--- config.mk ---
export PLATFORM = sky130hd
export DESIGN_NAME = serial_adder
export DESIGN_NICKNAME = d
export VERILOG_FILES = /design/src/rtl/serial_adder_pkg.sv /design/src/rtl/one_bit_full_adder.sv /design/src/rtl/serial_adder.sv
export SDC_FILE = /design/constraint.sdc
export NUM_CORES = 1
export LEC_CHECK = 0
export ABC_AREA = 1
export BUFFER_PORTS_ARGS = -buffer_cell sky130_fd_sc_hd__buf_2
export CORE_ASPECT_RATIO = 0.8
export CORE_MARGIN = 2
export CORE_UTILIZATION = 59
export CTS_CLUSTER_DIAMETER = 80
export CTS_CLUSTER_SIZE = 24
export DETAILED_ROUTE_END_ITERATION = 6
export PLACE_DENSITY_LB_ADDON = 0.08
export SETUP_SLACK_MARGIN = 0.02
export SLEW_MARGIN = 40
export SYNTH_ARGS = -nofsm -noshare
export SYNTH_HDL_FRONTEND = slang
export SYNTH_SLANG_ARGS = --single-unit
--- constraint.sdc ---
create_clock -name clk -period 2.05 [get_ports clk]
set_clock_uncertainty 0.05 [all_clocks]
set_input_delay 0.205 -clock clk [delete_from_list [all_inputs] [get_ports clk]]
set_output_delay 0.205 -clock clk [all_outputs]
set_load 0.1 [all_outputs]
--- src/rtl/serial_adder_pkg.sv ---
// rtl/serial_adder_pkg.sv - state encoding shared by the bit-serial adder
package serial_adder_pkg;

  localparam logic [1:0] IDLE = 2'd0;
  localparam logic [1:0] RUN  = 2'd1;
  localparam logic [1:0] DONE = 2'd2;

  typedef enum logic [1:0] {
    ST_IDLE = IDLE,
    ST_RUN  = RUN,
    ST_DONE = DONE
  } state_t;

endpackage

--- src/rtl/one_bit_full_adder.sv ---
// rtl/one_bit_full_adder.sv - single-bit combinational full adder cell
module one_bit_full_adder (
  input  logic A,
  input  logic B,
  input  logic Cin,
  output logic Cout,
  output logic Sum
);

  assign Sum  = A ^ B ^ Cin;
  assign Cout = (A & B) | (Cin & (A ^ B));

endmodule

--- src/rtl/serial_adder.sv ---
// rtl/serial_adder.sv - bit-serial WIDTH-bit adder, LSB first, one bit per clock
// around a single full adder cell with the carry held in a flop.
module serial_adder
  import serial_adder_pkg::*;
#(
  parameter int WIDTH = 8
) (
  input  logic             clk,
  input  logic             rst,
  input  logic             start,
  input  logic [WIDTH-1:0] A,
  input  logic [WIDTH-1:0] B,
  input  logic             Cin,
  output logic [WIDTH-1:0] Sum,
  output logic             Cout,
  output logic             busy,
  output logic             done
);

  localparam int CW = $clog2(WIDTH);

  state_t           state, state_next;
  logic [WIDTH-1:0] a_sh, b_sh, sum_sh;
  logic [CW-1:0]    cnt;
  logic             carry_q;
  logic             fa_sum, fa_cout;
  logic             last_bit;

  one_bit_full_adder u_fa (
    .A    (a_sh[0]),
    .B    (b_sh[0]),
    .Cin  (carry_q),
    .Cout (fa_cout),
    .Sum  (fa_sum)
  );

  assign last_bit = (cnt == CW'(WIDTH - 1));

  always_ff @(posedge clk) begin
    if (rst) state <= ST_IDLE;
    else     state <= state_next;
  end

  always_comb begin
    state_next = state;
    busy       = 1'b0;
    done       = 1'b0;
    unique case (state)
      ST_IDLE: if (start) state_next = ST_RUN;
      ST_RUN: begin
        busy = 1'b1;
        if (last_bit) state_next = ST_DONE;
      end
      ST_DONE: begin
        done       = 1'b1;
        state_next = ST_IDLE;
      end
      default: state_next = ST_IDLE;
    endcase
  end

  // Outputs are only written on the final RUN edge so they hold across IDLE
  // and through the following operation.
  always_ff @(posedge clk) begin
    if (rst) begin
      a_sh    <= '0;
      b_sh    <= '0;
      sum_sh  <= '0;
      cnt     <= '0;
      carry_q <= 1'b0;
      Sum     <= '0;
      Cout    <= 1'b0;
    end else begin
      case (state)
        ST_IDLE: begin
          if (start) begin
            a_sh    <= A;
            b_sh    <= B;
            carry_q <= Cin;
            cnt     <= '0;
          end
        end
        ST_RUN: begin
          a_sh    <= a_sh >> 1;
          b_sh    <= b_sh >> 1;
          sum_sh  <= {fa_sum, sum_sh[WIDTH-1:1]};
          carry_q <= fa_cout;
          if (last_bit) begin
            Sum  <= {fa_sum, sum_sh[WIDTH-1:1]};
            Cout <= fa_cout;
          end else begin
            cnt <= cnt + CW'(1);
          end
        end
        default: ;
      endcase
    end
  end

endmodule
---- Word level (Yosys, flattened, before mapping) ----
Index checks and enable logic that the tools add are counted.
Widths: inputs -> output; s select.
operators by class
  mux-type cells .......................... 14
  eq/ne operators ......................... 6
  bitwise operators ....................... 5
  reductions and logical operators ........ 6
  add/sub/neg operators ................... 1
operators with widths
  operator             number
  $pmux 8 s2           2
  $mux 8               2
  $mux 3               2
  $ne 2x2->1 const B   3
  $pmux 3 s2           1
  $reduce_and 2->1     3
  $mux 2               2
  $pmux 2 s2           1
  $add 3x1->3 const B  1
  $eq 3x3->1 const B   1
  $mux 1               3
  $reduce_and 3->1     1
  $and 1x1->1          2
  $eq 2x1->1 const B   1
  $eq 2x2->1 const B   1
  $logic_not 2->1      1
  $pmux 1 s2           1
  $reduce_bool 2->1    1
  $xor 1x1->1          2
  $or 1x1->1           1
storage, ports and cells
  input port bits ......................... 20
  bits in registers ....................... 39
  word-level logic and storage cells ...... 40
  output and inout bits ................... 11

---- Logic depth before layout (Yosys ltp) ----
  word-level depth ........................ 4
  gate-level depth with buffers ........... 8
  mapped depth without buffers ............ 8

---- Cells and area by module ----
From an unflattened synthesis, not the netlist that was laid out.
second synthesis, totals
  cell total of the unflattened synthesis .. 266
  area, all modules ....................... 1,805.5 µm²
modules (own cells, without submodules)
  module              instances  area each (µm²)  cells an instance  sequential area each (µm²)
  serial_adder        1          1,785.5          265                760.7
  one_bit_full_adder  1          20.0             1                  0.0

---- Worst setup path after synthesis ----
OpenSTA, ideal clock, no wires.
  path type ............................... reg2out
  from .................................... register state[1]
  to ...................................... output done
  setup slack ............................. -0.106 ns
  buffers on the path ..................... 2
  cell stages (with the launch flop) ...... 5
  arrival time ............................ 1.901 ns
  data required time ...................... 1.795 ns
  cells stage by stage .................... dfxtp_1 -> inv_2 -> buf_6 -> buf_4 -> nor2_1
on the way
  word-level cells in the longest chain between the ends .. 2
ends and longest elaborated chain
  element                   line                text
  start: declaration        serial_adder.sv:22  state_t state, state_next;
  start signal: assignment  serial_adder.sv:41  else state <= state_next;
  $eq 2x2->1                serial_adder.sv:48  unique case (state)
  $mux 1                    serial_adder.sv:48
  end: declaration          serial_adder.sv:17  output logic done
Every way passes these cells.

---- Worst setup path after layout ----
  from .................................... register state[0]
  to ...................................... output done
The elaborated chain is that of the path after synthesis.

==> impl_metrics.yaml <==
worst_hold_path:
  hp-class: "input pin to flop"
  hp-start: "B[7]"
detailed_routing:
  ant_nets: 0
  wirelength_um: 3490
  vias_per_cell: 4.97
  wl_met1_um: 1710
  drc_errors: 0
  highest_layer: "met4"
  wl_per_cell_um: 11.4
  via_count: 1525
  drt_iter0_drc: 98
  route.met3.wl_um: 170
  wl_met2_um: 1540
  dr.pass1.iters: 4
place:
  gp_congestion: 0.708
  dp_hpwl_um: 2260
  portBuffers: 30
pwr:
  finalPower_uw: 1650
  leakagePower_uw: 0.00100
  power_density_mw_per_mm2: 787
  seq_power_share_pct: 48.6
  vdd_drop_max_uv: 647
  p_switching_uw: 429
  clkPwrFrac_pct: 38.1
  internal-power_uw: 1220
  power_frac_comb_pct: 13.3
  p_sw_share_pct: 26.0
timing:
  fmax_mhz: 557
  fin_crit_ns: 1.79
  finalMaxSlewViolations: 0
  max_slew.worst_pin.slew_ns: 0.485
  setup_tns_ns: 0
  slew_headroom_pct: 67.9
  hold_viol: 0
  rsz0062_at_grt: "no"
  finalSetupViolations: 0
  post-route-period-util_pct: 87.5
critical_path:
  worstSetupPathType: "flop to output pin"
  crit_path_top_delay_cell: "buf_2"
  worstSetupStartpointType: "flop"
  cp-end-kind: "output pin"
  slowest_delay_ns: 0.43
  crit_fanout: 20
  startpoint: "state[0]$_SDFFE_PP0P_"
  r2r-start: "state[0]$_SDFFE_PP0P_"
  cp_cell_sequence: "buf_4 > nor2_2 > buf_2"
  cp_data_arrival_time_ns: 1.54
  required_ns: 1.79
die:
  initial_core_util_pct: 60.9
  fp.dieW_um: 66.4
  core_area_mm2: 0.00302
  rows: 18
  die_y_um: 53.9
  ios: 31
  die_area_mm2: 0.00358
grt:
  grt_max_degree: 28
  antenna_found_initial: 0
  grt_pass1_wl_um: 5830
  gr-usage-all-layers_pct: 22.0
  grt_overflow: 0
  first_global_vias: 1337
cells_and_area:
  nNetsFinal: 289
  fillers: 284
  antenna_cells: 0
  area_delta_synth_final_pct: 14.1
  drive_above_1_share_pct: 27.7
cts:
  cts_buffer_depth: 2
  postCtsHoldBufs: 0
  cts_root_buf: "clkbuf_8"
  cts_setup_buffers: 0
  cts_inserted_buffers: 5
  clkSinkCount: 38
  htree_levels: 2
  cts.repair.resized: 0
  clkLatencyLatePin_ns: 0.29
  clk_pin_slew_ns: 0.07
  cts_tree: "built"
synth:
  synth_warnings: 0
  synth.distinct_cells: 23
  synth_area_per_cell_um2: 7.75
  synth_cells: 237
  yosysSeqAreaShare_pct: 41.4
  netlist_area_mm2: 0.00184
  ys_ff_latch: 38
  syn-num-nets: 260
flow_run:
  maxCapViolations: 0
outcome:
  run_status: "complete, no violations"
final timing paths:
check,to,slack (ns),cells past startpoint
worst max-delay path,done,0.26,3
worst min-delay path,b_sh[7]$_SDFFE_PP0P_,0.11,3
worst max register to register,carry_q$_SDFFE_PP0P_,0.51,6
worst min register to register,Sum[1]$_SDFFE_PP0P_,0.41,2
flip-flops by register name, summed over array words and instances (netlist names):
signal / count
Cout: 1
cnt: 3
state: 2
b_sh: 8
Sum: 8
carry_q: 1
a_sh: 8
sum_sh: 7
power by group through the flow:
stage	Clock, uW	Sequential [uW]	Combinational [uW]
floorplan	0	813	182
global placement	0	817	215
detailed placement	0	817	217
CTS	640	799	218
global route	676	806	254
finish	628	802	220
cell type report:
cell class / instances / area, um^2 / share of cell area [%]
clock buffers: 5 / 68.8 / 3.28
flip-flops and latches: 38 / 761 / 36.3
repair buffers: 32 / 180 / 8.60
inverters: 42 / 164 / 7.82
multi-input cells: 147 / 832 / 39.7
clock inverters: 3 / 40.0 / 1.91
well taps: 40 / 50.0 / 2.39
per-stage QoR:
step	cell area, um^2	hold slack (ns)	util [%]	worst slack, ns	std cells
after floorplan	1840	0.224	-	0.204	237
after global placement	1960	0.398	65.0	0.471	298
after detailed placement	1960	0.399	65.0	0.441	298
after CTS	2070	0.103	68.6	0.114	306
after global routing	2100	0.131	69.4	0.213	307
final	2100	0.109	69.4	0.256	307
Yosys cell counts:
master | count | area (um^2)
o21ai_0 | 12 | 60.1
clkbuf_1 | 1 | 3.75
clkinv_1 | 1 | 3.75
nor2_2 | 1 | 6.26
ha_1 | 2 | 25.0
nand3_1 | 29 | 145
a21oi_2 | 10 | 87.6
nand3_2 | 11 | 110
inv_2 | 3 | 11.3
buf_2 | 2 | 10.0
a21oi_1 | 14 | 70.1
nand4_1 | 1 | 6.26
fa_1 | 1 | 20.0
dfxtp_1 | 38 | 761
nand2_2 | 2 | 12.5
buf_6 | 6 | 67.6
nor2_1 | 12 | 45.0
buf_12 | 1 | 20.0
inv_1 | 38 | 143
nand2_4 | 3 | 33.8
nand2_1 | 47 | 176
buf_4 | 1 | 7.51
nor2_4 | 1 | 11.3
worst max-delay path, delay by kind of cell (launching register included):
| family | cells | cell delay [ns] |
|---|---|---|
| buf+inv | 2 | 0.69 |
| flops | 1 | 0.42 |
| simple gates | 1 | 0.13 |
per-layer routing:
metal	track usage, %	vias up
li1	-	802
met1	28.7	687
met2	33.0	27
met3	8.58	9
met4	8.16	0
met5	0	-
cells by family after synthesis:
| kind of cell | after synthesis | synth area share (%) |
|---|---|---|
| adders and majority gates | 3 | 2.45 |
| AOI/OAI and AO/OA | 36 | 11.9 |
| buffers and inverters | 53 | 14.5 |
| DFF | 38 | 41.4 |
| and+or+nand+nor | 107 | 29.8 |
cells in the final DEF (no fill, tap or decap):
cell type / instances
nand3_1: 29
buf_12: 1
clkinvlp_4: 1
o21ai_0: 12
nand2_8: 1
nor2_4: 1
clkbuf_8: 5
a21oi_2: 10
nand2_2: 2
inv_4: 1
a21oi_1: 14
ha_1: 2
fa_1: 1
nand2_4: 3
inv_1: 38
nor2_1: 11
nand2_1: 47
buf_4: 2
nand3_2: 11
nand4_1: 1
dfxtp_1: 38
clkinv_2: 2
bufinv_16: 1
nor2_2: 2
buf_2: 29
inv_2: 2
Note: power is estimated with default switching activity, not from simulation.
